**config.mk**
```make
export PLATFORM = sky130hd
export DESIGN_NAME = clk_en_gen
export DESIGN_NICKNAME = d
export VERILOG_FILES = /design/src/rtl/clk_en_gen_pkg.sv /design/src/rtl/clk_en_chan.sv /design/src/rtl/clk_en_gen.sv
export SDC_FILE = /design/constraint.sdc
export NUM_CORES = 1
export LEC_CHECK = 0
export ABC_CLOCK_PERIOD_IN_PS = 2420
export BUFFER_PORTS_ARGS = -buffer_cell sky130_fd_sc_hd__buf_2
export CELL_PAD_IN_SITES_DETAIL_PLACEMENT = 1
export CELL_PAD_IN_SITES_GLOBAL_PLACEMENT = 2
export CORE_ASPECT_RATIO = 1.2
export CORE_MARGIN = 2
export CORE_UTILIZATION = 32
export DETAILED_ROUTE_END_ITERATION = 16
export PLACE_DENSITY_LB_ADDON = 0.1
export RECOVER_POWER = 50
export SYNTH_ARGS = -nofsm -noshare
export SYNTH_HDL_FRONTEND = slang
export SYNTH_HIERARCHICAL = 1
export SYNTH_SLANG_ARGS = --single-unit
export TNS_END_PERCENT = 30
```
**constraint.sdc**
```tcl
create_clock -name clk -period 2.42 [get_ports clk]
set_input_delay 0.121 -clock clk [delete_from_list [all_inputs] [get_ports clk]]
set_output_delay 0.121 -clock clk [all_outputs]
set_load 0.01 [all_outputs]
```
**src/rtl/clk_en_gen_pkg.sv**
```systemverilog
// Shared definitions for the multi-channel clock-enable generator:
// the per-channel state encoding and the default field widths.
package clk_en_gen_pkg;

  typedef enum logic [1:0] {
    IDLE  = 2'd0,
    PHASE = 2'd1,
    RUN   = 2'd2,
    DONE  = 2'd3
  } chan_state_t;

  localparam int DEF_DIV_W = 8;
  localparam int DEF_CNT_W = 5;

endpackage

```
**src/rtl/clk_en_chan.sv**
```systemverilog
// One clock-enable channel: FSM, phase counter, period counter and,
// when CLK_EN_GEN_BURST_EN is defined, the burst pulse counter.
// The edge that latches the parameters is count 1 of the first interval,
// so the first pulse is registered on edge phase+div after the start edge.
module clk_en_chan
  import clk_en_gen_pkg::*;
#(
  parameter int DIV_W = DEF_DIV_W,
  parameter int CNT_W = DEF_CNT_W
) (
  input  logic             clk,
  input  logic             reset,
  input  logic             clear,
  input  logic             start,
  input  logic [DIV_W-1:0] div,
  input  logic [DIV_W-1:0] phase,
  input  logic [CNT_W-1:0] burst_len,
  output logic             clk_en,
  output logic             busy,
  output logic             done
);

  chan_state_t      state, state_n;
  logic [DIV_W-1:0] div_q, div_n;
  logic [DIV_W-1:0] phase_q, phase_n;
  logic [DIV_W-1:0] per_cnt, per_n, per_base, per_next;
  logic [DIV_W-1:0] ph_cnt, ph_n;
  logic             tick;
  logic             en_n, busy_n, done_n;

`ifdef CLK_EN_GEN_BURST_EN
  logic [CNT_W-1:0] burst_q, burst_n;
  logic [CNT_W-1:0] pulse_cnt, pc_n, pc_inc;
`else
  logic unused_burst;
  assign unused_burst = ^burst_len;
`endif

  // Next-state, counter and registered-output computation for the channel
  always_comb begin
    state_n  = state;
    div_n    = div_q;
    phase_n  = phase_q;
    per_n    = per_cnt;
    ph_n     = ph_cnt;
    per_base = '0;
    tick     = 1'b0;
    en_n     = 1'b0;
    done_n   = 1'b0;
`ifdef CLK_EN_GEN_BURST_EN
    burst_n  = burst_q;
    pc_n     = pulse_cnt;
    pc_inc   = '0;
`endif

    case (state)
      IDLE: begin
        if (start && (div != '0)) begin
          div_n   = div;
          phase_n = phase;
`ifdef CLK_EN_GEN_BURST_EN
          burst_n = burst_len;
`endif
          if (phase != '0) begin
            state_n = PHASE;
            ph_n    = DIV_W'(1);
          end else begin
            state_n = RUN;
            tick    = 1'b1;
          end
        end
      end
      PHASE: begin
        if (start) begin
          if (ph_cnt == phase_q) begin
            state_n = RUN;
            ph_n    = '0;
            tick    = 1'b1;
          end else begin
            ph_n = ph_cnt + DIV_W'(1);
          end
        end
      end
      RUN: begin
        if (start) begin
          tick     = 1'b1;
          per_base = per_cnt;
        end
      end
      DONE: begin
        if (!start) begin
          state_n = IDLE;
        end
      end
      default: state_n = IDLE;
    endcase

    per_next = per_base + DIV_W'(1);
    if (tick) begin
      if (per_next == div_n) begin
        en_n  = 1'b1;
        per_n = '0;
`ifdef CLK_EN_GEN_BURST_EN
        pc_inc = pulse_cnt + CNT_W'(1);
        if ((burst_n != '0) && (pc_inc == burst_n)) begin
          done_n  = 1'b1;
          state_n = DONE;
          pc_n    = '0;
        end else begin
          pc_n = pc_inc;
        end
`endif
      end else begin
        per_n = per_next;
      end
    end

    if (clear) begin
      state_n = IDLE;
      per_n   = '0;
      ph_n    = '0;
      en_n    = 1'b0;
      done_n  = 1'b0;
`ifdef CLK_EN_GEN_BURST_EN
      pc_n    = '0;
`endif
    end

    busy_n = (state_n == PHASE) || (state_n == RUN) || done_n;
  end

  // State, counter and output registers with synchronous reset
  always_ff @(posedge clk) begin
    if (reset) begin
      state     <= IDLE;
      div_q     <= '0;
      phase_q   <= '0;
      per_cnt   <= '0;
      ph_cnt    <= '0;
      clk_en    <= 1'b0;
      busy      <= 1'b0;
      done      <= 1'b0;
`ifdef CLK_EN_GEN_BURST_EN
      burst_q   <= '0;
      pulse_cnt <= '0;
`endif
    end else begin
      state     <= state_n;
      div_q     <= div_n;
      phase_q   <= phase_n;
      per_cnt   <= per_n;
      ph_cnt    <= ph_n;
      clk_en    <= en_n;
      busy      <= busy_n;
      done      <= done_n;
`ifdef CLK_EN_GEN_BURST_EN
      burst_q   <= burst_n;
      pulse_cnt <= pc_n;
`endif
    end
  end

endmodule

```
**src/rtl/clk_en_gen.sv**
```systemverilog
// Multi-channel programmable clock-enable generator top level.
// Slices the parameter buses per channel and fans out clk/reset/clear.
// Optional burst mode is enabled with the CLK_EN_GEN_BURST_EN macro.
module clk_en_gen
  import clk_en_gen_pkg::*;
#(
  parameter int NUM_CH = 2,
  parameter int DIV_W  = DEF_DIV_W,
  parameter int CNT_W  = DEF_CNT_W
) (
  input  logic                    clk,
  input  logic                    reset,
  input  logic                    clear,
  input  logic [NUM_CH-1:0]       start,
  input  logic [NUM_CH*DIV_W-1:0] div,
  input  logic [NUM_CH*DIV_W-1:0] phase,
  input  logic [NUM_CH*CNT_W-1:0] burst_len,
  output logic [NUM_CH-1:0]       clk_en,
  output logic [NUM_CH-1:0]       busy,
  output logic [NUM_CH-1:0]       done
);

  for (genvar i = 0; i < NUM_CH; i++) begin : g_chan
    clk_en_chan #(
      .DIV_W(DIV_W),
      .CNT_W(CNT_W)
    ) u_chan (
      .clk      (clk),
      .reset    (reset),
      .clear    (clear),
      .start    (start[i]),
      .div      (div[i*DIV_W +: DIV_W]),
      .phase    (phase[i*DIV_W +: DIV_W]),
      .burst_len(burst_len[i*CNT_W +: CNT_W]),
      .clk_en   (clk_en[i]),
      .busy     (busy[i]),
      .done     (done[i])
    );
  end

endmodule

```
==> results.py, run 1 <==
metrics = {
    "cts": {
        "cts_tree": "yes",
        "cts.path.max_buffers": 2,
        "clkTransAtPathRegs_ps": 70,
        "clk_latency_ps": 330,
        "cts-root-buf": "clkbuf_16",
        "h-tree-depth": 3,
        "cts_buffers": 9,
        "clock_sinks": 72,
    },
    "pwr": {
        "p_per_area_mw_per_mm2": 649,
        "internal_power_w": 0.00241,
        "sequentialPowerShare_pct": 39.5,
        "p_switching_w": 0.000758,
        "finalPower_w": 0.00317,
        "switching_share_pct": 23.9,
        "ir_worst_vdd_uv": 271,
        "p_clk_share_pct": 49.0,
        "p_leak_nw": 2.04,
        "combinationalPowerShare_pct": 11.5,
    },
    "synth": {
        "synth.distinct_cells": 55,
        "ys_warn_count": 6,
        "synth_seq_cells": 72,
        "synth-edff-count": 0,
        "yosysSeqAreaShare_pct": 39.1,
        "ys_dominant_reg_cell": "dfxtp_1",
        "synthArstFlopShare_pct": 0,
        "syn-num-nets": 456,
        "syn_inst": 405,
        "synth_area_per_cell_um2": 9.10,
        "syn_area_mm2": 0.00369,
    },
    "finish": {
        "diodes": 0,
        "area_delta_synth_final_pct": 32.3,
        "final_core_util_pct": 43.8,
        "drive_above_1_share_pct": 31.3,
        "multi_input_area_mm2": 0.00230,
        "n_fill_cell": 1328,
        "nNetsFinal": 541,
        "regArea_mm2": 0.00145,
        "fin_cells": 649,
    },
    "min_path": {
        "hold_class": "primary input to register",
    },
    "timing": {
        "hold_slack_ps": 34.7,
        "setup_viol": 0,
        "finalHoldViolations": 0,
        "rsz0062_at_grt": "true",
        "fin_worst_skew_ps": 9.24,
        "layout_min_cycle_time_ps": 2330,
        "slew_headroom_pct": 50.1,
        "fin_crit_sh_pct": 96.1,
        "slew_viol_final": 0,
        "fmax_ghz": 0.430,
        "worst_slew_pin_slew_ps": 747,
    },
    "flow_run": {
        "cap_viol_max_count": 0,
    },
    "die": {
        "ios": 53,
        "start_util_pct": 33.1,
        "row_count": 42,
        "dieArea_mm2": 0.0124,
        "core-area_mm2": 0.0111,
        "dieWidth_um": 102,
        "die_y_um": 122,
    },
    "drt": {
        "routed_via_density": 4.96,
        "wl_um": 9800,
        "drc_errors": 0,
        "drt_pass1_iterations": 4,
        "drt_iter0_markers": 48,
        "dr_total_vias": 3216,
        "wl_per_cell_um": 15.1,
        "postRouteAntennaNets": 0,
    },
    "setup_path": {
        "arrival_ps": 2540,
        "critPathRequiredTime_ps": 2640,
        "criticalPathCategory": "register to register",
        "rrSetupSlack_ps": 90,
        "reg2reg_depth": 11,
        "critPathCapture": "g_chan[1].u_chan/per_cnt[2]",
        "reg2reg_from": "g_chan[1].u_chan/state[0]",
        "cp_max_fo": 6,
        "crit_start": "g_chan[1].u_chan/state[0]",
        "critPathCaptureType": "register",
        "r2r-end": "g_chan[1].u_chan/per_cnt[2]",
        "crit_path_start_kind": "register",
    },
    "grt": {
        "grt_pass1_wl_um": 16100,
        "grt_pass1_vias": 3340,
        "overflow": 0,
        "grt_max_degree": 36,
        "grt_use_total_pct": 16.7,
        "antenna_found_initial": 0,
    },
    "placed_design": {
        "placed_cells": 628,
        "dp_hpwl_um": 7090,
        "place.gp.congestion": 0.731,
        "numPortBuffers": 40,
    },
    "status": {
        "status": "finished clean",
    },
}
Yosys cell counts (all sizes together) (6+ instances only):
master / count / area share [%]
dfxtp: 72 / 39
nor2: 63 / 6.4
xor2: 40 / 9.5
nand2: 21 / 2.1
mux2i: 20 / 5.4
nand3: 16 / 2.2
xnor2: 15 / 3.6
a22oi: 14 / 3.4
a21oi: 12 / 1.6
nor4: 11 / 2.3
clkbuf: 10 / 1.0
nor3: 10 / 1.4
nor3b: 8 / 2.5
and3: 7 / 1.2
nand4: 7 / 1.4
a31oi: 6 / 1.0
buf: 6 / 1.3
inv: 6 / 0.61
mux2: 6 / 1.8
o21ai: 6 / 1.1
o22ai: 6 / 1.0
how the worst min path moves through the flow:
| stage | slack (ps) | start | end | depth (start not counted) |
|---|---|---|---|---|
| after floorplan | 260 | phase[0] | g_chan[0].u_chan/phase_q[0] | 2 |
| after global placement | 370 | phase[3] | g_chan[0].u_chan/phase_q[3] | 3 |
| after detailed placement | 380 | phase[9] | g_chan[1].u_chan/phase_q[1] | 3 |
| after CTS | 20 | phase[3] | g_chan[0].u_chan/phase_q[3] | 3 |
| after global routing | 30 | phase[3] | g_chan[0].u_chan/phase_q[3] | 3 |
| final | 30 | phase[3] | g_chan[0].u_chan/phase_q[3] | 3 |
worst max-delay path, stage by stage (launching register included):
cell	delay (ps)
dfxtp_2	330
and3b_2	250
and2_4	160
ha_4	150
nand2_2	60
or3_4	340
a21oi_4	170
xor2_1	190
nand3_1	130
nor4_4	180
buf_4	190
nor3_1	60
cell families after synthesis:
group	share of synthesized area (%)
multiplexers	7.26
AO/OA/AOI/OAI	12.8
other	0.204
buffers and inverters	2.92
XOR/XNOR	13.1
AND/OR/NAND/NOR	23.3
flip-flops	39.1
adder cells (fa/ha/maj)	1.36
layout by cell type (no fill, tap or decap), types with 3 or more instances in the layout:
master | Yosys | final
a22oi_1 | 10 | 8
and3_1 | 7 | 7
a21oi_1 | 12 | 9
nor3b_2 | 2 | 4
a211oi_1 | 4 | 4
nand4_1 | 6 | 7
dfxtp_1 | 72 | 68
xor2_1 | 40 | 39
bufinv_16 | 0 | 3
nor3_1 | 10 | 10
dfxtp_2 | 0 | 3
nand2_1 | 21 | 19
xnor2_1 | 15 | 13
mux2_2 | 6 | 6
inv_1 | 6 | 4
nor2_1 | 63 | 61
nand3_1 | 16 | 14
a22oi_2 | 4 | 6
clkbuf_16 | 0 | 9
clkbuf_1 | 10 | 5
buf_2 | 2 | 35
and4_1 | 3 | 3
buf_4 | 2 | 48
mux2i_1 | 20 | 20
o22ai_1 | 6 | 5
o21ai_0 | 5 | 5
nor4_1 | 10 | 9
a31oi_1 | 6 | 6
sequential cells by signal, summed over array words and instances (netlist names):
signal / flops
g_chan.u_chan/busy: 2
g_chan.u_chan/state: 4
g_chan.u_chan/per_cnt: 16
g_chan.u_chan/clk_en: 2
g_chan.u_chan/div_q: 16
g_chan.u_chan/ph_cnt: 16
g_chan.u_chan/phase_q: 16
metrics by stage:
stage	worst slack, ps	area [µm²]	setup TNS (ps)
CTS	14.3	4770	0
global placement	-38.4	4370	-181
floorplan	19.2	3730	0
global route	-36.2	4880	-209
finish	94.7	4880	0
detailed placement	-65.5	4370	-777
area by class of cell:
class                           instances  share of cell area, %
Tap cell                              154                   3.95
Sequential cell                        72                   29.7
Inverter                                6                  0.462
Clock buffer                            9                   4.62
Timing Repair Buffer                   89                   11.6
Clock inverter                          7                   2.46
Multi-Input combinational cell        312                   47.2
layer usage:
metal	wire, µm	global-route usage (%)
met2	5020	29.2
met5	0	0
met4	124	5.67
met1	4430	20.0
met3	239	3.84
repair_timing:
action / 4_1_cts / 5_1_grt
pin swaps: 5 / 6
gates resized for setup: 7 / 25
endpoints found under the hold margin: 0 / 0
setup buffers: 2 / 3
setup endpoints to repair: 18 / 18
gates cloned: 1 / 0
hold buffers: 0 / 0
power groups by stage:
| stage | Clock, W | Combinational (W) | Sequential, W |
|---|---|---|---|
| finish | 0.00155 | 0.000365 | 0.00125 |
| global route | 0.00165 | 0.000404 | 0.00125 |
| CTS | 0.00160 | 0.000358 | 0.00125 |
| detailed placement | 0 | 0.000348 | 0.00128 |
| floorplan | 0 | 0.000220 | 0.00127 |
| global placement | 0 | 0.000344 | 0.00128 |
Power figures use the tool's default switching activity.
==> run 2: changes to the inputs <==
Settings changed: BUFFER_PORTS_ARGS -buffer_cell sky130_fd_sc_hd__buf_2 to default, CORE_MARGIN 2 to 8, CORE_UTILIZATION 32 to 35, DONT_BUFFER_PORTS from default to 1.
==> run 2 against run 1 <==
Against the previous run:
- the flow now finishes with violations (hold timing)
- maximum frequency is 1.9% lower
- combinational power decreased by 4%
- register-to-register slack worse by 40 ps
- power fell by 6.0%
- count of clock-buffer cells in the layout is 4 higher
- worst setup slack got worse by 44 ps
- hold slack lost 49 ps
- cell count is 6.6% lower
==> results.py, run 2 (synthesis results as in run 1) <==
metrics = {
    "cts": {
        "cts-root-buf": "clkbuf_16",
        "cts_tree": "yes",
        "clock_sinks": 72,
        "clkTransAtPathRegs_ps": 60,
        "clk_latency_ps": 330,
        "cts_buffers": 9,
        "cts.path.max_buffers": 2,
        "h-tree-depth": 3,
    },
    "flow_run": {
        "cap_viol_max_count": 0,
    },
    "timing": {
        "layout_min_cycle_time_ps": 2370,
        "finalHoldViolations": 1,
        "setup_viol": 0,
        "slew_viol_final": 0,
        "fin_worst_skew_ps": 4.70,
        "fin_crit_sh_pct": 97.9,
        "worst_slew_pin_slew_ps": 865,
        "slew_headroom_pct": 42.4,
        "worst_slack_ps": 50.6,
        "rsz0062_at_grt": "true",
        "tns_ps": 0,
        "hold_slack_ps": -14.3,
        "fmax_ghz": 0.422,
    },
    "die": {
        "core-area_mm2": 0.0104,
        "dieArea_mm2": 0.0141,
        "dieWidth_um": 110,
        "die_y_um": 128,
        "row_count": 41,
        "start_util_pct": 35.4,
        "ios": 53,
    },
    "finish": {
        "regArea_mm2": 0.00145,
        "mostFrequentLayoutCells": "dfxtp_1, nor2_1, xor2_1, buf_4, dlygate4sd3_1",
        "diodes": 0,
        "mostFrequentLayoutCell": "dfxtp_1",
        "drive_above_1_share_pct": 22.6,
        "n_fill_cell": 1187,
        "area_delta_synth_final_pct": 31.6,
        "multi_input_area_mm2": 0.00229,
        "nNetsFinal": 524,
    },
    "placed_design": {
        "place.gp.congestion": 0.788,
        "dp_hpwl_um": 7190,
        "numPortBuffers": 0,
        "pre_cts_ws_ps": -65.0,
    },
    "setup_path": {
        "cp_max_fo": 5,
        "worstPathCellList": "and3b_2, and2_4, ha_4, nand3_2, xor2_2, xor2_1, o31ai_2, nand4_1, nor3b_2",
        "arrival_ps": 2590,
        "rrSetupSlack_ps": 50,
        "reg2reg_from": "g_chan[0].u_chan/state[0]",
        "critPathCaptureType": "register",
        "crit_path_start_kind": "register",
        "crit_start": "g_chan[0].u_chan/state[0]",
        "critPathSlowestCell": "o31ai_2",
        "max_stage_delay_ps": 390,
        "criticalPathCategory": "register to register",
        "critPathRequiredTime_ps": 2640,
        "worst-path-buf-inv": 0,
        "cp_top_family": "simple AND/OR/NAND/NOR gates",
    },
    "min_path": {
        "hold_class": "primary input to register",
        "hp-start": "div[4]",
    },
    "status": {
        "violations": "hold timing",
        "status": "complete, but fails checks",
    },
    "grt": {
        "grt_max_degree": 33,
        "grt_pass1_wl_um": 17200,
        "grt_use_total_pct": 15.5,
        "antenna_found_initial": 0,
        "overflow": 0,
        "grt_pass1_vias": 3408,
    },
    "drt": {
        "drc_errors": 0,
        "postRouteAntennaNets": 0,
        "wl_per_cell_um": 16.8,
        "drt_pass1_iterations": 4,
        "dr_total_vias": 3183,
        "wl_um": 10200,
        "drt_iter0_markers": 79,
        "routed_via_density": 5.25,
    },
    "pwr": {
        "p_per_area_mw_per_mm2": 614,
        "ir_worst_vdd_uv": 358,
        "p_leak_nw": 1.95,
    },
}
==> run 2: power breakdown <==
group / internal [W] / switching, W
clock network: 0.000877 / 0.000500
logic: 0.000172 / 0.000177
registers: 0.00123 / 0.0000247
total: 0.00228 / 0.000702
==> run 2: metal layers <==
| layer | routed length, µm | vias to the layer above | track usage, % |
|---|---|---|---|
| li1 | - | 1587 | - |
| met1 | 4380 | 1542 | 17.9 |
| met2 | 5120 | 38 | 26.2 |
| met3 | 377 | 16 | 3.70 |
| met4 | 313 | 0 | 7.25 |
| met5 | 0 | - | 0 |
==> run 2: what timing repair did <==
item / 4_1_cts / 5_1_grt
gates resized for setup: 5 / 27
endpoints found under the setup margin: 18 / 18
setup buffers: 2 / 3
hold buffers: 28 / 1
pin swaps: 4 / 9
endpoints found under the hold margin: 33 / 1
cloned: 1 / 0
==> run 2: cell type report <==
cell class / count / area share, %
timing repair buffer: 72 / 12.8
tap: 129 / 3.33
sequential: 72 / 29.9
inverter: 6 / 0.464
multi-input combinational: 312 / 47.2
clock buffer: 13 / 5.57
clock inverter: 2 / 0.774
==> run 2: path summary, 6_finish.rpt <==
path / cells past startpoint / endpoint
hold / removal: 2 / g_chan[0].u_chan/div_q[4]
setup / recovery: 9 / g_chan[0].u_chan/per_cnt[0]
hold reg to reg: 2 / g_chan[1].u_chan/div_q[1]
setup reg to reg: 9 / g_chan[0].u_chan/per_cnt[0]
==> run 2: metrics by stage <==
stage	cells	total power, W	cell area (µm²)	utilization [%]
final	606	0.00298	4850	46.6
after floorplan	405	0.00149	3730	-
after global routing	606	0.00312	4850	46.6
after detailed placement	556	0.00156	4090	39.3
after CTS	602	0.00302	4720	45.4
after global placement	556	0.00155	4090	39.3
==> run 3: changes to the inputs <==
Settings changed: RECOVER_POWER 50 to default.
==> run 3 against run 2 <==
Against the previous run:
- the run still ends with hold timing left
- highest routed layer unchanged
- clock skew is essentially flat
- clock power is essentially flat
- worst setup slack lost 2.1 ps
- largest cell class unchanged
==> results.py, run 3 (synthesis results as in run 1) <==
metrics = {
    "status": {
        "status": "complete, but fails checks",
        "violations": "hold timing",
    },
    "placed_design": {
        "dp_hpwl_um": 7190,
        "numPortBuffers": 0,
        "placed_area_mm2": 0.00409,
        "place.gp.congestion": 0.788,
    },
    "cts": {
        "cts_buffers": 9,
        "clkTransAtPathRegs_ps": 60,
        "clk_latency_ps": 330,
        "h-tree-depth": 3,
        "cts.path.max_buffers": 2,
        "clock_sinks": 72,
        "cts_tree": "yes",
        "cts-root-buf": "clkbuf_16",
    },
    "finish": {
        "mostFrequentLayoutCells": "dfxtp_1, nor2_1, buf_4, xor2_1, dlygate4sd3_1",
        "area_delta_synth_final_pct": 32.1,
        "mostFrequentLayoutCell": "dfxtp_1",
        "regArea_mm2": 0.00145,
        "multi_input_area_mm2": 0.00230,
        "nNetsFinal": 524,
        "drive_above_1_share_pct": 23.5,
        "n_fill_cell": 1184,
        "postLayoutCellArea_mm2": 0.00487,
        "diodes": 0,
    },
    "grt": {
        "grt_pass1_wl_um": 17200,
        "grt_pass1_vias": 3408,
        "overflow": 0,
        "antenna_found_initial": 0,
        "grt_use_total_pct": 15.5,
        "grt_max_degree": 33,
    },
    "setup_path": {
        "rrSetupSlack_ps": 50,
        "crit_path_start_kind": "register",
        "crit_start": "g_chan[0].u_chan/state[0]",
        "criticalPathCategory": "register to register",
        "critPathCapture": "g_chan[0].u_chan/per_cnt[0]",
        "r2r-end": "g_chan[0].u_chan/per_cnt[0]",
        "max_stage_delay_ps": 390,
        "worstPathCellList": "and3b_2, and2_4, ha_4, nand3_2, xor2_2, xor2_1, o31ai_2, nand4_1, nor3b_2",
        "worst-path-buf-inv": 0,
        "arrival_ps": 2590,
        "critPathCaptureType": "register",
        "critPathSlowestCell": "o31ai_2",
        "cp_max_fo": 5,
        "cp_top_family": "simple AND/OR/NAND/NOR gates",
        "reg2reg_depth": 9,
        "crit_cells": 9,
        "critPathRequiredTime_ps": 2640,
        "reg2reg_from": "g_chan[0].u_chan/state[0]",
    },
    "drt": {
        "drt_pass1_iterations": 4,
        "met1_length_um": 4380,
        "drt_iter0_markers": 77,
        "routed.top_layer": "met4",
        "dr_wl_met3_um": 383,
        "routed-wl-met2_um": 5110,
        "dr_total_vias": 3173,
        "drc_errors": 0,
        "routed_via_density": 5.24,
        "wl_per_cell_um": 16.8,
        "wl_um": 10200,
        "postRouteAntennaNets": 0,
    },
    "pwr": {
        "ir_worst_vdd_uv": 358,
        "p_per_area_mw_per_mm2": 613,
        "p_leak_nw": 1.96,
        "finalPower_w": 0.00298,
    },
    "min_path": {
        "hold_class": "primary input to register",
        "worstHoldPathCells": 2,
    },
    "timing": {
        "fin_crit_sh_pct": 98.0,
        "fin_worst_skew_ps": 4.43,
        "hold_slack_ps": -14.7,
        "slew_viol_final": 0,
        "finalHoldViolations": 1,
        "layout_min_cycle_time_ps": 2370,
        "slew_headroom_pct": 42.4,
        "setup_viol": 0,
        "worst_slew_pin_slew_ps": 864,
        "rsz0062_at_grt": "true",
        "fmax_ghz": 0.422,
    },
    "die": {
        "dieArea_mm2": 0.0141,
        "ios": 53,
        "core-area_mm2": 0.0104,
        "dieWidth_um": 110,
        "die_y_um": 128,
        "row_count": 41,
        "start_util_pct": 35.4,
    },
    "flow_run": {
        "cap_viol_max_count": 0,
    },
}
==> run 3: changes by cell type in the layout (fill, tap and decap cells not counted), sizes merged <==
cell    previous run  this run
clkbuf            15        13
buf               42        44
==> run 3: final cells by class <==
| cell class | instances | share of cell area [%] |
|---|---|---|
| clock buffer | 13 | 5.55 |
| clock inverter | 2 | 0.771 |
| inverter | 6 | 0.462 |
| multi-input combinational | 312 | 47.2 |
| sequential | 72 | 29.8 |
| tap | 129 | 3.31 |
| timing repair buffer | 72 | 12.9 |
==> run 3: worst min-delay path by stage <==
| stage | start | endpoint | slack, ps |
|---|---|---|---|
| 2_1_floorplan | phase[0] | g_chan[0].u_chan/phase_q[0] | 260 |
| 3_5_place_dp | reset | g_chan[0].u_chan/phase_q[1] | 200 |
| 3_3_place_gp | reset | g_chan[0].u_chan/phase_q[3] | 200 |
| 4_1_cts | div[13] | g_chan[1].u_chan/div_q[5] | 5 |
| 6_report | div[4] | g_chan[0].u_chan/div_q[4] | -10 |
| 5_1_grt | div[4] | g_chan[0].u_chan/div_q[4] | 7 |
==> run 3: routing by layer <==
layer  up-vias  global-route usage [%]
met2        40                    26.2
met4         0                    7.25
met1      1528                    17.9
li1       1589                       -
met5         -                       0
met3        16                    3.70
==> run 3: through the flow <==
stage / instances / setup TNS [ps] / setup slack (ps) / util [%]
5_1_grt: 606 / -582 / -65.1 / 46.8
4_1_cts: 602 / 0 / 6.42 / 45.4
6_report: 606 / 0 / 48.5 / 46.8
2_1_floorplan: 405 / 0 / 19.2 / -
3_3_place_gp: 556 / -14.1 / -3.29 / 39.3
3_5_place_dp: 556 / -476 / -65.0 / 39.3
==> run 3: what timing repair did <==
action                                 in CTS  in global routing
hold buffers                               28                  1
pin swaps                                   4                  9
buffers inserted                            2                  3
gates cloned                                1                  0
resized for setup                           5                 27
endpoints found under the hold margin      33                  1
setup endpoints to repair                  18                 18
==> run 3: where the power goes <==
part	switching [W]	leakage, nW	internal (W)	total [W]
Clock	0.000500	0.148	0.000877	0.00138
Combinational	0.000179	1.22	0.000175	0.000354
Sequential	0.0000250	0.589	0.00123	0.00125
